[config.mk]
export PLATFORM = sky130hd
export DESIGN_NAME = uart_rx_dev
export DESIGN_NICKNAME = d
export VERILOG_FILES = /design/src/rtl/uart_rx_dev.sv
export SDC_FILE = /design/constraint.sdc
export NUM_CORES = 1
export LEC_CHECK = 0
export BUFFER_PORTS_ARGS = -buffer_cell sky130_fd_sc_hd__buf_2
export CAP_MARGIN = 20
export CORE_ASPECT_RATIO = 1.1
export CORE_UTILIZATION = 50
export CTS_BUF_LIST = sky130_fd_sc_hd__clkbuf_16
export CTS_CLUSTER_DIAMETER = 60
export DETAILED_ROUTE_END_ITERATION = 8
export GPL_TIMING_DRIVEN = 0
export PLACE_DENSITY = 0.8
export SYNTH_ARGS = -nofsm -noshare
export SYNTH_HDL_FRONTEND = slang
export SYNTH_SLANG_ARGS = --single-unit
[constraint.sdc]
create_clock -name clk -period 2.7 [get_ports clk]
set_input_delay 0.81 -clock clk [delete_from_list [all_inputs] [get_ports clk]]
set_output_delay 0.81 -clock clk [all_outputs]
set_load 0.05 [all_outputs]
[src/rtl/uart_rx_dev.sv]
// uart_rx_dev: bus-side UART receiver. Deserialises 8N1 frames from rxd into a
// small FIFO and exposes DATA (sel=0) and STATUS (sel=1) registers with
// combinational read data.
// Build option: define UART_RX_PARITY_EN for 8E1 frames with a PARITY state and
// a PERR sticky flag; without it frames are 8N1 and PERR reads 0.
//
// state    | meaning
// ---------+-----------------------------------------------------------
// ST_IDLE  | line idle, waiting for a falling edge on rxd_s
// ST_START | counting to the start-bit centre, reject glitches there
// ST_DATA  | sampling 8 data bits LSB first at each bit centre
// ST_PARITY| sampling the even-parity bit (parity build only)
// ST_STOP  | sampling the stop bit; push the byte or flag a framing error
// ST_BREAK | stop bit was low, waiting for the line to return high
module uart_rx_dev #(
   parameter int XLEN         = 64,
   parameter int CLKS_PER_BIT = 16,
   parameter int FIFO_DEPTH   = 8
) (
   input  logic            clk,
   input  logic            rstn,
   input  logic            rxd,
   input  logic            cen,
   input  logic            wr,
   input  logic            sel,
   input  logic [7:0]      wdata,
   output logic [XLEN-1:0] rdata,
   output logic            error
);

   localparam int AW = $clog2(FIFO_DEPTH);
   localparam int PW = AW + 1;
   localparam int CW = $clog2(CLKS_PER_BIT);
   localparam logic [CW-1:0] CNT_HALF = CW'(CLKS_PER_BIT / 2 - 1);
   localparam logic [CW-1:0] CNT_FULL = CW'(CLKS_PER_BIT - 1);

   typedef enum logic [2:0] {
      ST_IDLE, ST_START, ST_DATA, ST_PARITY, ST_STOP, ST_BREAK
   } state_t;

   state_t          state, state_nxt;
   logic [CW-1:0]   cnt, cnt_nxt;
   logic [2:0]      idx, idx_nxt;
   logic [7:0]      shreg, shreg_nxt;
   logic            rxd_m, rxd_s;
   logic            push, ferr_set;
   logic            par_bad, par_bad_nxt, perr_set;

   logic [7:0]      mem [FIFO_DEPTH];
   logic [PW-1:0]   wptr, rptr, count;
   logic            empty, full, pop, push_ok, ovr_set;
   logic            ovr, ferr, perr;
   logic            stat_wr;
   logic            unused_wdata;

   // two-flop synchroniser for the asynchronous serial input
   always_ff @(posedge clk or negedge rstn) begin
      if (!rstn) begin
         rxd_m <= 1'b1;
         rxd_s <= 1'b1;
      end else begin
         rxd_m <= rxd;
         rxd_s <= rxd_m;
      end
   end

   // receive FSM state and datapath registers
   always_ff @(posedge clk or negedge rstn) begin
      if (!rstn) begin
         state   <= ST_IDLE;
         cnt     <= '0;
         idx     <= '0;
         shreg   <= '0;
         par_bad <= 1'b0;
      end else begin
         state   <= state_nxt;
         cnt     <= cnt_nxt;
         idx     <= idx_nxt;
         shreg   <= shreg_nxt;
         par_bad <= par_bad_nxt;
      end
   end

   // next-state, bit-centre sampling and push/error strobes
   always_comb begin
      state_nxt   = state;
      cnt_nxt     = cnt;
      idx_nxt     = idx;
      shreg_nxt   = shreg;
      par_bad_nxt = par_bad;
      push        = 1'b0;
      ferr_set    = 1'b0;
      perr_set    = 1'b0;
      case (state)
         ST_IDLE: begin
            if (!rxd_s) begin
               state_nxt = ST_START;
               cnt_nxt   = CNT_HALF;
            end
         end
         ST_START: begin
            if (cnt != '0) begin
               cnt_nxt = cnt - 1'b1;
            end else if (!rxd_s) begin
               state_nxt   = ST_DATA;
               cnt_nxt     = CNT_FULL;
               idx_nxt     = '0;
               par_bad_nxt = 1'b0;
            end else begin
               state_nxt = ST_IDLE;
            end
         end
         ST_DATA: begin
            if (cnt != '0) begin
               cnt_nxt = cnt - 1'b1;
            end else begin
               shreg_nxt = {rxd_s, shreg[7:1]};
               cnt_nxt   = CNT_FULL;
               if (idx == 3'd7) begin
`ifdef UART_RX_PARITY_EN
                  state_nxt = ST_PARITY;
`else
                  state_nxt = ST_STOP;
`endif
               end else begin
                  idx_nxt = idx + 1'b1;
               end
            end
         end
`ifdef UART_RX_PARITY_EN
         ST_PARITY: begin
            if (cnt != '0) begin
               cnt_nxt = cnt - 1'b1;
            end else begin
               // even parity: the parity bit equals the XOR of the data bits
               par_bad_nxt = rxd_s ^ (^shreg);
               perr_set    = rxd_s ^ (^shreg);
               cnt_nxt     = CNT_FULL;
               state_nxt   = ST_STOP;
            end
         end
`endif
         ST_STOP: begin
            if (cnt != '0) begin
               cnt_nxt = cnt - 1'b1;
            end else if (rxd_s) begin
               push      = ~par_bad;
               state_nxt = ST_IDLE;
            end else begin
               ferr_set  = 1'b1;
               state_nxt = ST_BREAK;
            end
         end
         ST_BREAK: begin
            if (rxd_s) state_nxt = ST_IDLE;
         end
         default: state_nxt = ST_IDLE;
      endcase
   end

   assign empty   = (wptr == rptr);
   assign full    = (wptr[AW] != rptr[AW]) && (wptr[AW-1:0] == rptr[AW-1:0]);
   assign count   = wptr - rptr;
   assign pop     = cen & ~wr & ~sel & ~empty;
   assign push_ok = push & (~full | pop);
   assign ovr_set = push & full & ~pop;
   assign stat_wr = cen & wr & sel;
   assign error   = cen & wr & ~sel;

   // FIFO storage; contents need no reset since empty gates every read
   always_ff @(posedge clk) begin
      if (push_ok) mem[wptr[AW-1:0]] <= shreg;
   end

   // FIFO pointers
   always_ff @(posedge clk or negedge rstn) begin
      if (!rstn) begin
         wptr <= '0;
         rptr <= '0;
      end else begin
         if (push_ok) wptr <= wptr + 1'b1;
         if (pop)     rptr <= rptr + 1'b1;
      end
   end

   // sticky flags, write-1-to-clear with set taking priority
   always_ff @(posedge clk or negedge rstn) begin
      if (!rstn) begin
         ovr  <= 1'b0;
         ferr <= 1'b0;
      end else begin
         ovr  <= ovr_set  | (ovr  & ~(stat_wr & wdata[2]));
         ferr <= ferr_set | (ferr & ~(stat_wr & wdata[3]));
      end
   end

`ifdef UART_RX_PARITY_EN
   // parity error sticky flag
   always_ff @(posedge clk or negedge rstn) begin
      if (!rstn) perr <= 1'b0;
      else       perr <= perr_set | (perr & ~(stat_wr & wdata[4]));
   end
   assign unused_wdata = ^{wdata[7:5], wdata[1:0]};
`else
   assign perr         = 1'b0;
   assign unused_wdata = ^{wdata[7:4], wdata[1:0], perr_set};
`endif

   // combinational read mux; zero when not selected or when the FIFO is empty
   always_comb begin
      rdata = '0;
      if (cen) begin
         if (!sel) begin
            if (!empty) begin
               rdata[7:0] = mem[rptr[AW-1:0]];
               rdata[8]   = 1'b1;
            end
         end else begin
            rdata[0]      = ~empty;
            rdata[1]      = full;
            rdata[2]      = ovr;
            rdata[3]      = ferr;
            rdata[4]      = perr;
            rdata[8 +: PW] = count;
         end
      end
   end

endmodule

Yosys cells after proc, flatten, opt, wreduce, memory -nomap -nowiden
Memories as Yosys holds them, arrays and structs flattened.
Cells that the tools add are included.
- bits in writable memories: 64
- word-level logic and storage cells: 101
- memories: 1
- bits in registers: 30
- bits of input ports: 14
- output and inout bits: 65
- memories (name ; depth ; width ; rd ports ; clocked after Yosys merged registers in ; write ports ; line ; RTL):
    mem ; 8 ; 8 ; 1 ; 0 ; 1 ; 49 ; logic [7:0] mem [FIFO_DEPTH];
- eq/ne operators: 18
- reduce and logical (&&, ||, !) cells: 9
- muxes and demuxes: 34
- add/subtract/negate cells: 5
- bitwise gates (word level): 24
- operators by type and width (kind ; count):
    2-to-1 mux 3 bit ; 13
    2-to-1 mux 4 bit ; 5
    != test 2 bit, second input constant ; 9
    one-hot mux 4 bit (4 select lines) ; 1
    one-hot mux 3 bit (5 select lines) ; 1
    AND 1 bit ; 13
    2-to-1 mux 12 bit ; 1
    == test 3 bit, second input constant ; 3
    2-to-1 mux 1 bit ; 9
    2-to-1 mux 9 bit ; 1
    adder 4 x 1 -> 4 bit, second input constant ; 2
    NOT 1 bit ; 8
    nonzero test 4 bit ; 2
    one-hot mux 3 bit (2 select lines) ; 1
    AND reduction 6 bit ; 1
    2-to-1 mux 5 bit ; 1
    AND reduction 5 bit ; 1
    == test 4 bit ; 1
    AND reduction 4 bit ; 1
    subtractor 4 x 1 -> 4 bit, second input constant ; 1
    subtractor 4 bit ; 1
    adder 3 x 1 -> 3 bit, second input constant ; 1
    == test 3 x 1 -> 1 bit, second input constant ; 1
    == test 3 x 2 -> 1 bit, second input constant ; 1
    other kinds (9) ; 11

Depth between registers and ports, before layout
- depth after elaboration: 8
- depth in mapped cells: 8
- depth with buffers taken out: 6

Least setup slack after synthesis
No wires, ideal clock.
- kind: register to output
- start point: reg rptr[1]
- end point: out rdata[11]
- setup slack: -0.832 ns
- data required time: 1.890 ns
- stages on the path, launching flop included: 9
- buffers on the path: 2
- arrival time: 2.722 ns
- path through: dfrtp_1 > buf_2 > buf_1 > inv_1 > ha_1 > nor2b_1 > o21ai_0 > a21oi_1 > nor3_1
- cells in the longest elaborated chain, start to end: 3
- ends and longest elaborated chain (element ; line ; RTL):
    start: declaration ; 50 ; logic [PW-1:0] wptr, rptr, count;
    start signal: assignment ; 182 ; if (pop) rptr <= rptr + 1'b1;
    subtractor 4 bit ; 163 ; assign count = wptr - rptr;
    2-to-1 mux 3 bit ; 213 ; if (!sel) begin
    2-to-1 mux 12 bit ; 212 ; if (cen) begin
    end: declaration ; 27 ; output logic [XLEN-1:0] rdata,
No other way between the ends.

Worst setup path after layout
- start point: reg rptr[0]
- end point: out rdata[1]
- cells in the longest elaborated chain, start to end: 4
- elaborated cells on any way between the ends: 7
- those cells by class: eq/ne: 2; mux: 3; reduce/logical: 1; memory: 1
- ends and longest elaborated chain (element ; line):
    memory (8 x 8 bit), or another cell as far along ; --
    2-to-1 mux 9 bit / logical AND 1 bit (equally long branches) ; 214, 162
    2-to-1 mux 5 bit (*) ; 213
    2-to-1 mux 12 bit (*) ; 212
Every way passes the cells marked *; elsewhere a longest branch is shown, timed or not.

==> results.sh <==
export IMPL_status="finished, violations left"
export IMPL_failed_checks="setup timing"
export IMPL_die_area_um2=9707
export IMPL_cts_sinks=94
export IMPL_io_pins=79
export IMPL_drive_gt1_share_pct=46.14
export IMPL_ys_warn_count=0
export IMPL_setup_ws_ns=-0.2534
export IMPL_whs_ns=0.3558
export IMPL_place_detailed_hpwl_mm=6.050
export IMPL_regArea_um2=2680
export IMPL_vias=3086
export IMPL_yosysUniqueCellTypes=59
export IMPL_clk_latency_ns=0.35
export IMPL_vdd_drop_max_mv=0.3576
export IMPL_synth_avg_cell_area_um2=13.66
export IMPL_ctsHoldBuffers=0
export IMPL_synth_edf_count=64
export IMPL_synth_ff_type="edfxtp_1"
export IMPL_ys_async_sr_fraction_pct=31.91
export IMPL_hold_viol=0
export IMPL_startpoint_type="flop"
export IMPL_period_minus_slack_ns=2.953
export IMPL_cts_made_buffers=9
export IMPL_period_share_pct=109.4
export IMPL_grt_max_degree=31
export IMPL_area_growth_pct=29.28
export IMPL_drt_iter0_markers=215
export IMPL_syn_inst=341
export IMPL_vias_per_cell=5.443
export IMPL_clock_skew_ns=0.01229
export IMPL_core_um2=8964
export IMPL_dr_pass1_iters=5
export IMPL_p_total_mw=5.224
export IMPL_drv_cap=0
export IMPL_clockBufferDepth=2
export IMPL_ant_nets=0
export IMPL_nFillCells=580
export IMPL_overflow=0
export IMPL_cts_tree="done"
export IMPL_power_density_nw_per_um2=867.5
export IMPL_wire_per_inst_um=18.47
export IMPL_ys_ff_latch=94
export IMPL_critPathKind="reg2out"
export IMPL_cp_max_fo=5
export IMPL_route_detailed_drc=0
export IMPL_cp_end_kind="primary output"
export IMPL_leakage_nw=2.499
export IMPL_grt_pass1_vias=2823
export IMPL_hp_class="reg2reg"
export IMPL_antenna_cells=0
export IMPL_cp_required_ns=1.89
export IMPL_chipHeight_um=103.2
export IMPL_antenna_found_initial=0
export IMPL_tightest_slew_ns=0.7311
export IMPL_slew_headroom_pct=51.26
export IMPL_port_buffers=20
export IMPL_clockRootBuffer="clkbuf_16"
export IMPL_crit_arrival_ns=2.14
export IMPL_rows=36
export IMPL_routed_wl_mm=10.48
export IMPL_ys_seq_area_share_pct=57.43
export IMPL_fmax_mhz=338.6
export IMPL_finish_net_count=471
export IMPL_rsz0062_at_grt="true"
export IMPL_setup_viol=11
export IMPL_grtUsageTotal_pct=21.52
export IMPL_htreeDepth=3
export IMPL_dieWidth_um=94.03
export IMPL_start_util_pct=51.97
export IMPL_multiInputGateArea_um2=1922
export IMPL_clk_pin_slew_ns=0.07
export IMPL_syn_cell_area_um2=4658
export IMPL_gp_congestion=0.7975
export IMPL_drv_slew=0
export IMPL_grt_pass1_wl_mm=15.03
[per-stage QoR]
stage / utilization, % / cells / area, um^2 / TNS, ns / worst slack [ns]
floorplan: - / 392 / 4940 / 0 / 0.01289
global placement: 57.82 / 526 / 5182 / -28.35 / -0.8945
detailed placement: 58.22 / 531 / 5219 / -6.811 / -0.2953
CTS: 65.35 / 557 / 5858 / -1.355 / -0.2193
global route: 67.18 / 567 / 6022 / -2.118 / -0.2832
finish: 67.18 / 567 / 6022 / -1.549 / -0.2534
[final timing paths]
path / slack, ns / cells after the start / from / end
max: -0.25 / 6 / rptr[0]$_DFFE_PN0P_ / rdata[1]
min: 0.36 / 0 / rxd_m$_DFF_PN1_ / rxd_s$_DFF_PN1_
max reg2reg: 0.14 / 6 / cnt[0]$_DFFE_PN0P_ / mem[0][2]$_DFFE_PP_
min reg2reg: 0.36 / 0 / rxd_m$_DFF_PN1_ / rxd_s$_DFF_PN1_
max in group asynchronous: 1.68 / 1 / rstn / wptr[1]$_DFFE_PN0P_
min in group asynchronous: 0.52 / 1 / rstn / rptr[0]$_DFFE_PN0P_
[per-layer routing]
| metal | vias to the layer above | track usage, % | wire [um] |
|---|---|---|---|
| li1 | 1367 | - | - |
| met1 | 1531 | 28.40 | 4146 |
| met2 | 152 | 34.42 | 5340 |
| met3 | 36 | 4.240 | 626 |
| met4 | 0 | 10.77 | 362 |
| met5 | - | 0 | 0 |
[area by class of cell]
cell class              count  area share [%]
flip-flops and latches     94           44.50
multi-input cells         224           31.91
plain buffers              63           7.978
repair buffers             48           6.856
clock buffers               9           3.740
well taps                 114           2.369
clock inverters             7           1.725
inverters                   8          0.9142
[registers in the layout (all words and copies together) (netlist names)]
name and flops:
shreg 8, ovr 1, state 3, wptr 4, rptr 4, rxd_s 1
idx 3, mem 64, ferr 1, cnt 4, rxd_m 1
[where the power goes]
part / switching [mW] / internal [mW]
Clock: 0.571 / 0.826
Combinational: 1.13 / 0.969
Sequential: 0.121 / 1.61
Total: 1.82 / 3.40
[critical path: stages, from the launching register on]
cell     delay (ns)
dfrtp_2        0.42
buf_6          0.16
mux4_2         0.55
mux2i_2        0.23
nor3_1         0.08
o21a_1         0.20
buf_6          0.15
[cells in the mapped netlist (2+ instances only)]
cell type / n / area share (%)
edfxtp_1: 64 / 41
buf_4: 54 / 8.7
dfrtp_1: 28 / 15
nand2_1: 19 / 1.5
mux4_2: 16 / 7.7
mux2_2: 11 / 2.7
nor3_1: 11 / 1.2
a21oi_1: 10 / 1.1
o21ai_0: 10 / 1.1
nor2_1: 9 / 0.73
ha_1: 8 / 2.1
nor2b_1: 8 / 1.1
inv_1: 7 / 0.56
clkbuf_1: 6 / 0.48
xnor2_1: 6 / 1.1
nand3_1: 5 / 0.54
nand4_1: 4 / 0.54
o22ai_1: 4 / 0.54
a22o_1: 3 / 0.56
buf_2: 3 / 0.32
mux2i_1: 3 / 0.64
nor3b_1: 3 / 0.48
o31ai_1: 3 / 0.48
xor2_1: 3 / 0.56
a31oi_1: 2 / 0.27
and2_1: 2 / 0.27
and3_1: 2 / 0.27
dfstp_2: 2 / 1.1
nand2_2: 2 / 0.27
nor3b_4: 2 / 0.81
o21a_1: 2 / 0.32
or2_2: 2 / 0.27
[cell families (layout without fill, tap and decap cells)]
family,count (synthesis),after routing,share of synthesized area (%)
AND/OR/NAND/NOR,82,82,10.72
XOR/XNOR,9,9,1.692
adder cells (fa/ha/maj),9,9,2.579
flip-flops,94,94,57.43
multiplexers,30,30,11.04
AO/OA/AOI/OAI,42,42,5.883
buffers and inverters,74,135,10.58
other,1,52,0.08050
[layout by cell type, fill, tap and decap left out, drive strengths merged, types with 3 or more instances in the layout]
cell type	instances
nor3b	5
ha	8
nor3	11
a21oi	10
nand3	6
conb	52
clkbuf	14
nor2	9
inv	9
o22ai	4
buf	106
a22o	3
o21ai	10
mux4	16
nand4	4
mux2i	3
clkinv	3
edfxtp	64
or2	3
dfrtp	28
nand2	21
xor2	3
o31ai	4
nor2b	8
mux2	11
xnor2	6
[what timing repair did]
action                     CTS  global route
resized for setup           59            31
setup buffers               10            12
setup endpoints to repair   12            37
pin swaps                   12            11
cloned                       1             0
Note: power is estimated with default switching activity, not from simulation.
